--- src/rtl/lcd_pkg.sv ---
// Shared definitions for the LCD command sequencer: command codes, idle code
// and classification helpers used by the FIFO front end and issue FSM.
package lcd_pkg;

    typedef enum logic [3:0] {
        CmdWrite = 4'd0,
        CmdUp    = 4'd1,
        CmdDown  = 4'd2,
        CmdLeft  = 4'd3,
        CmdRight = 4'd4,
        CmdMax   = 4'd5,
        CmdMin   = 4'd6,
        CmdAvg   = 4'd7,
        CmdCcw   = 4'd8,
        CmdCw    = 4'd9,
        CmdMirx  = 4'd10,
        CmdMiry  = 4'd11
    } lcd_cmd_e;

    // Code presented to the controller whenever no command is active.
    localparam logic [3:0] LcdNopCmd = 4'hC;

    function automatic logic is_shift(input logic [3:0] code);
        return (code >= 4'd1) && (code <= 4'd4);
    endfunction

    function automatic logic is_block(input logic [3:0] code);
        return (code >= 4'd5) && (code <= 4'd11);
    endfunction

endpackage

--- src/rtl/lcd_cmd_fifo.sv ---
// Synchronous Depth x 4-bit command FIFO with first-word-fall-through read
// data and an occupancy count.
//   clk_i, rst_ni : clock, async active-low reset (empties the FIFO)
//   push_i/wdata_i: write one entry (caller guarantees not full)
//   pop_i/rdata_o : rdata_o shows the head; pop_i drops it (caller guarantees not empty)
//   empty_o       : no entries held
//   count_o       : number of entries held, 0..Depth
module lcd_cmd_fifo #(
    parameter int unsigned Depth = 8
) (
    input  logic                     clk_i,
    input  logic                     rst_ni,
    input  logic                     push_i,
    input  logic [3:0]               wdata_i,
    input  logic                     pop_i,
    output logic [3:0]               rdata_o,
    output logic                     empty_o,
    output logic [$clog2(Depth):0]   count_o
);

    localparam int unsigned Aw   = $clog2(Depth);
    localparam int unsigned CntW = Aw + 1;

    logic [3:0]      mem_q [Depth];
    logic [Aw-1:0]   wr_ptr_q, rd_ptr_q;
    logic [CntW-1:0] count_q, count_d;

    // Depth is a power of two, so pointers wrap by natural overflow.
    always_ff @(posedge clk_i or negedge rst_ni) begin
        if (!rst_ni) begin
            wr_ptr_q <= '0;
            rd_ptr_q <= '0;
            count_q  <= '0;
        end else begin
            if (push_i) wr_ptr_q <= wr_ptr_q + Aw'(1);
            if (pop_i)  rd_ptr_q <= rd_ptr_q + Aw'(1);
            count_q <= count_d;
        end
    end

    always_ff @(posedge clk_i) begin
        if (push_i) mem_q[wr_ptr_q] <= wdata_i;
    end

    always_comb begin
        count_d = count_q;
        unique case ({push_i, pop_i})
            2'b10:   count_d = count_q + CntW'(1);
            2'b01:   count_d = count_q - CntW'(1);
            default: count_d = count_q;
        endcase
    end

    assign rdata_o = mem_q[rd_ptr_q];
    assign empty_o = (count_q == '0);
    assign count_o = count_q;

endmodule

--- src/rtl/lcd_cmd_sequencer.sv ---
// Queues host commands and issues them one at a time to the LCD image
// controller, hiding its level-sampled command semantics behind a
// valid/ready push port.
// Build option: define LCD_SEQ_FILTER_EN to drop codes 12-15 at the push
// port and flag them on cmd_err_o; otherwise they are issued as block ops.
//   clk_i, rst_ni           : clock, async active-low reset
//   host_cmd_i/host_valid_i : host command push; host_ready_o = space and not finished
//   lcd_cmd_o               : command level to the controller (NopCmd when idle)
//   lcd_cmd_valid_o         : one-cycle pulse at issue
//   lcd_busy_i, lcd_done_i  : controller busy and write-out complete
//   fifo_count_o            : entries queued
//   seq_done_o              : write-out finished, sticky until reset
//   cmd_err_o               : sticky illegal-command flag (filter builds only)
module lcd_cmd_sequencer
    import lcd_pkg::*;
#(
    parameter int unsigned Depth    = 8,
    parameter int unsigned GuardCyc = 2,
    parameter logic [3:0]  NopCmd   = LcdNopCmd
) (
    input  logic                   clk_i,
    input  logic                   rst_ni,
    input  logic [3:0]             host_cmd_i,
    input  logic                   host_valid_i,
    output logic                   host_ready_o,
    output logic [3:0]             lcd_cmd_o,
    output logic                   lcd_cmd_valid_o,
    input  logic                   lcd_busy_i,
    input  logic                   lcd_done_i,
    output logic [$clog2(Depth):0] fifo_count_o,
    output logic                   seq_done_o,
    output logic                   cmd_err_o
);

    localparam int unsigned   CntW    = $clog2(Depth) + 1;
    localparam logic [CntW-1:0] FullCnt = CntW'(Depth);

    typedef enum logic [2:0] {
        StIdle, StIssue, StGuard, StWait, StFlush, StDone
    } state_e;

    state_e     state_q, state_d;
    logic [3:0] cmd_q, cmd_d;
    logic [1:0] guard_q, guard_d;
    logic       accept, push, pop, fifo_empty;
    logic [3:0] head;

    assign host_ready_o = (fifo_count_o < FullCnt) && (state_q != StDone);
    assign accept       = host_valid_i && host_ready_o;

`ifdef LCD_SEQ_FILTER_EN
    logic illegal, cmd_err_q;
    assign illegal = !is_shift(host_cmd_i) && !is_block(host_cmd_i) &&
                     (host_cmd_i != CmdWrite);
    // Illegal codes still complete the handshake so the host never stalls.
    assign push = accept && !illegal;

    always_ff @(posedge clk_i or negedge rst_ni) begin
        if (!rst_ni) cmd_err_q <= 1'b0;
        else if (accept && illegal) cmd_err_q <= 1'b1;
    end
    assign cmd_err_o = cmd_err_q;
`else
    assign push      = accept;
    assign cmd_err_o = 1'b0;
`endif

    lcd_cmd_fifo #(
        .Depth (Depth)
    ) u_fifo (
        .clk_i   (clk_i),
        .rst_ni  (rst_ni),
        .push_i  (push),
        .wdata_i (host_cmd_i),
        .pop_i   (pop),
        .rdata_o (head),
        .empty_o (fifo_empty),
        .count_o (fifo_count_o)
    );

    // cmd_q resets asynchronously, so lcd_cmd_o drops to NopCmd with reset.
    always_ff @(posedge clk_i or negedge rst_ni) begin
        if (!rst_ni) begin
            state_q <= StIdle;
            cmd_q   <= NopCmd;
            guard_q <= '0;
        end else begin
            state_q <= state_d;
            cmd_q   <= cmd_d;
            guard_q <= guard_d;
        end
    end

    always_comb begin
        state_d = state_q;
        cmd_d   = cmd_q;
        guard_d = guard_q;
        pop     = 1'b0;
        unique case (state_q)
            StIdle: begin
                if (!fifo_empty && !lcd_busy_i) begin
                    pop     = 1'b1;
                    cmd_d   = head;
                    state_d = StIssue;
                end
            end
            StIssue: begin
                if (cmd_q == CmdWrite) begin
                    state_d = StFlush;
                end else if (is_shift(cmd_q)) begin
                    // Shifts act on every sampled cycle, so hold for one only.
                    cmd_d   = NopCmd;
                    state_d = StIdle;
                end else begin
                    guard_d = '0;
                    state_d = StGuard;
                end
            end
            StGuard: begin
                // Give the controller time to raise busy before trusting it.
                if (guard_q == 2'(GuardCyc - 1)) state_d = StWait;
                else guard_d = guard_q + 2'd1;
            end
            StWait: begin
                if (!lcd_busy_i) begin
                    cmd_d   = NopCmd;
                    state_d = StIdle;
                end
            end
            StFlush: begin
                if (lcd_done_i) begin
                    cmd_d   = NopCmd;
                    state_d = StDone;
                end
            end
            StDone: begin
                state_d = StDone;
            end
            default: begin
                cmd_d   = NopCmd;
                state_d = StIdle;
            end
        endcase
    end

    assign lcd_cmd_o       = cmd_q;
    assign lcd_cmd_valid_o = (state_q == StIssue);
    assign seq_done_o      = (state_q == StDone);

endmodule

--- config.mk ---
export PLATFORM = sky130hd
export DESIGN_NAME = lcd_cmd_sequencer
export DESIGN_NICKNAME = d
export VERILOG_FILES = /design/src/rtl/lcd_pkg.sv /design/src/rtl/lcd_cmd_fifo.sv /design/src/rtl/lcd_cmd_sequencer.sv
export SDC_FILE = /design/constraint.sdc
export NUM_CORES = 1
export LEC_CHECK = 0
export BUFFER_PORTS_ARGS = -buffer_cell sky130_fd_sc_hd__buf_2
export CAP_MARGIN = 20
export CELL_PAD_IN_SITES_DETAIL_PLACEMENT = 1
export CELL_PAD_IN_SITES_GLOBAL_PLACEMENT = 1
export CORE_MARGIN = 2
export CORE_UTILIZATION = 51
export CTS_BUF_LIST = sky130_fd_sc_hd__clkbuf_4 sky130_fd_sc_hd__clkbuf_8
export DETAILED_ROUTE_END_ITERATION = 12
export PLACE_DENSITY_LB_ADDON = 0.1
export RECOVER_POWER = 25
export SETUP_SLACK_MARGIN = 0.1
export SLEW_MARGIN = 10
export SYNTH_ARGS = -nofsm -noshare
export SYNTH_HDL_FRONTEND = slang
export SYNTH_SLANG_ARGS = --single-unit
export TNS_END_PERCENT = 100
--- constraint.sdc ---
create_clock -name clk_i -period 3.31 [get_ports clk_i]
set_input_delay 0.8275 -clock clk_i [delete_from_list [all_inputs] [get_ports clk_i]]
set_output_delay 0.8275 -clock clk_i [all_outputs]
set_load 0.05 [all_outputs]
==> run_results.csv <==
group,metric,value,unit
worst_setup_path,critPathRequiredTime,3.50,ns
route,num_vias,1388,
floorplan,start_util,52.9,%
worst_setup_path,worstSetupPathType,"reg2reg",
outcome,outcome,"finished, final reports clean",
finish,area_delta_synth_final,9.29,%
worst_hold_path,hold_class,"reg2reg",
clocking,cts_root_buf,"clkbuf_8",
sta,max_freq,362,MHz
power_and_ir_drop,power_density,935,nW/um2
synthesis,yosys-top-cells-count,"edfxtp_1 (32), dfrtp_1 (17), mux2_2 (11), nor3_1 (8), nor2_1 (7)",
sta,period_share,83.4,%
sta,fin_ws,0.549,ns
clocking,cts_buffers,5,
synthesis,ys_warn_count,0,
finish,fin_cells,234,
floorplan,coreArea,4350,um2
sta,period_needed,2.76,ns
floorplan,die_h,71.2,um
power_and_ir_drop,ir_worst_vdd,0.000545,V
sta,finalSetupViolCount,0,
placement,port_buffers,19,
worst_setup_path,startpoint,"state_q[1]",
power_and_ir_drop,p_total,0.00235,W
grt,busiest_layer,"met2",
worst_setup_path,timing.rr.start,"state_q[1]",
route,drc,0,
route,drtIter0Drc,113,
grt,grtUsageMet2,35.2,%
clocking,insertion_delay,0.30,ns
job,max_cap_violations,0,
route,ant_nets,0,
finish,fin_nets,196,
floorplan,io_pins,21,
route,viasPerCell,5.93,
grt,grt_overflow_total,0,
floorplan,die_area,5070,um2
synthesis,synth_area_leaders,"edfxtp_1 (42%), dfrtp_1 (18%), mux4_2 (5.9%)",
clocking,post-cts-setup-buffer-count,0,
synthesis,synth.cell_area,2300,um2
grt,grt_pass1_vias,1512,
synthesis,synth_ff_type,"edfxtp_1",
synthesis,syn_avg_cell_area,14.2,um2
placement,gp_congestion,0.758,
route,drt_wl_total,4870,um
worst_setup_path,worst-endpoint-arrival,2.95,ns
sta,hold_viol_final,0,
worst_setup_path,critPathMaxFanout,13,
clocking,cts_tree,"built",
floorplan,die_w,71.2,um
floorplan,rows,24,
route,wl_per_cell,20.8,um
clocking,htree_levels,2,
finish,n_antenna_cell,0,
synthesis,syn_nets,177,
synthesis,yosys.area.top_type,"edfxtp_1",
finish,drive_above_1_share,24.7,%
worst_setup_path,worst_setup_path_start_kind,"flip-flop",
grt,grt_usage,20.9,%
sta,worst-slew-pin-transition,1.07,ns
synthesis,synth_most_common_cell,"edfxtp_1",
sta,finClkSkew,0.00685,ns
synthesis,synth_top_area_share,41.7,%
clocking,cts_sinks,51,
clocking,clockBufferDepth,2,
grt,grt_max_degree,20,
placement,place_inst,226,
sta,slew-limit-headroom,28.3,%
power_and_ir_drop,p_leak,0.922,nW
synthesis,synthArstFlopShare,37.3,%
sta,whs,0.523,ns
clocking,cts_resized,0,
route,dr.pass1.iters,4,
grt,grt_util_met1,27.6,%
synthesis,yosysUniqueCellTypes,40,
synthesis,synth_edf_count,32,
placement,place_hpwl,3470,um
clocking,holdBufCountCts,0,
synthesis,ys_seq_area_share,62.5,%
worst_hold_path,min_from,"guard_q[0]",
grt,antenna_found_initial,0,
clocking,clk_pin_slew_worst_paths,0.09,ns
sta,rsz0062_at_grt,"false",
sta,drv_slew,0,
grt,grt_pass1_wl,7810,um
grt,grtUsageMet3,4.56,%
placement,dp_slack,0.561,ns
synthesis,ys_ff_latch,51,
sta,fin_setup_tns,0,ns
worst_setup_path,endpoint_kind,"flip-flop",
synthesis,synthCells,162,
## through the flow
step	utilization [%]	instance area [um2]
after floorplan	-	2310
after global placement	55.9	2430
after detailed placement	55.9	2430
after CTS	57.9	2520
after global routing	57.8	2520
final	57.8	2520
## kinds of logic after synthesis
logic type | after synthesis | synth area share, %
AOI/OAI and AO/OA | 23 | 6.63
xor gates and xnor gates | 9 | 3.42
adders and majority gates | 6 | 3.26
buffers and inverters | 12 | 2.28
DFF | 51 | 62.5
muxes | 17 | 11.2
other | 1 | 0.163
and+or+nand+nor | 43 | 10.5
## report_power, final
part	leakage [nW]	switching (W)	total [W]	internal [W]
logic	0.363	0.000530	0.000931	0.000400
clock network	0.0418	0.000207	0.000354	0.000148
registers	0.518	0.000235	0.00107	0.000833
## state kept, by name (all words and copies together) (netlist names)
name	count
u_fifo.rd_ptr_q	3
u_fifo.count_o	4
state_q	3
u_fifo.mem_q	32
u_fifo.wr_ptr_q	3
guard_q	2
lcd_cmd_o	4
## worst max-delay path, cell delays in order (launching register included)
cell and delay, ns:
dfrtp_1 0.53, nor3_1 0.40, nor3b_2 0.53, ha_1 0.37, xor2_1 0.10, ha_1 0.19, a21oi_1 0.14, xor2_1 0.18
nor2_1 0.07, xor2_1 0.14
## layout make-up
| cell class | instances | area [um2] |
|---|---|---|
| multi-input combinational | 99 | 815 |
| clock inverter | 3 | 20.0 |
| fill | 438 | 1840 |
| tap | 52 | 65.1 |
| inverter | 5 | 18.8 |
| clock buffer | 5 | 68.8 |
| sequential | 51 | 1440 |
| timing repair buffer | 19 | 91.3 |
## layer usage
layer / part of all wire, % / up-vias
met4: 1.0 / 0
met2: 51 / 32
met3: 3.3 / 6
li1: - / 648
met5: 0 / -
met1: 45 / 702
## final timing paths
kind,to,slack [ns],depth (start not counted)
worst max-delay path,u_fifo.count_o[2],0.55,9
worst min-delay path,guard_q[0],0.52,1
worst max register to register,u_fifo.count_o[2],0.55,9
worst min register to register,guard_q[0],0.52,1
max in group asynchronous,u_fifo.wr_ptr_q[1],1.99,1
min in group asynchronous,guard_q[0],0.68,1
## layout by cell type, fill, tap and decap left out, types with 2 or more instances in the layout
master,synthesis,routed
nor3_1,8,8
nor2_1,7,6
dfstp_2,2,2
xnor2_1,4,4
buf_2,3,16
nor2b_1,2,2
dfrtp_1,17,17
nand2b_1,3,3
nand2_1,5,5
edfxtp_1,32,32
ha_1,6,6
a22o_1,2,2
o21ai_0,6,6
o2111ai_1,2,2
nand3b_1,2,2
mux4_2,6,6
mux2_2,11,11
nor4_1,3,3
clkbuf_8,0,5
xor2_1,5,5
a211oi_1,2,2
nand3_1,6,6
clkbuf_1,2,3
inv_1,5,5
a21oi_1,5,5
Note: power is estimated with default switching activity, not from simulation.
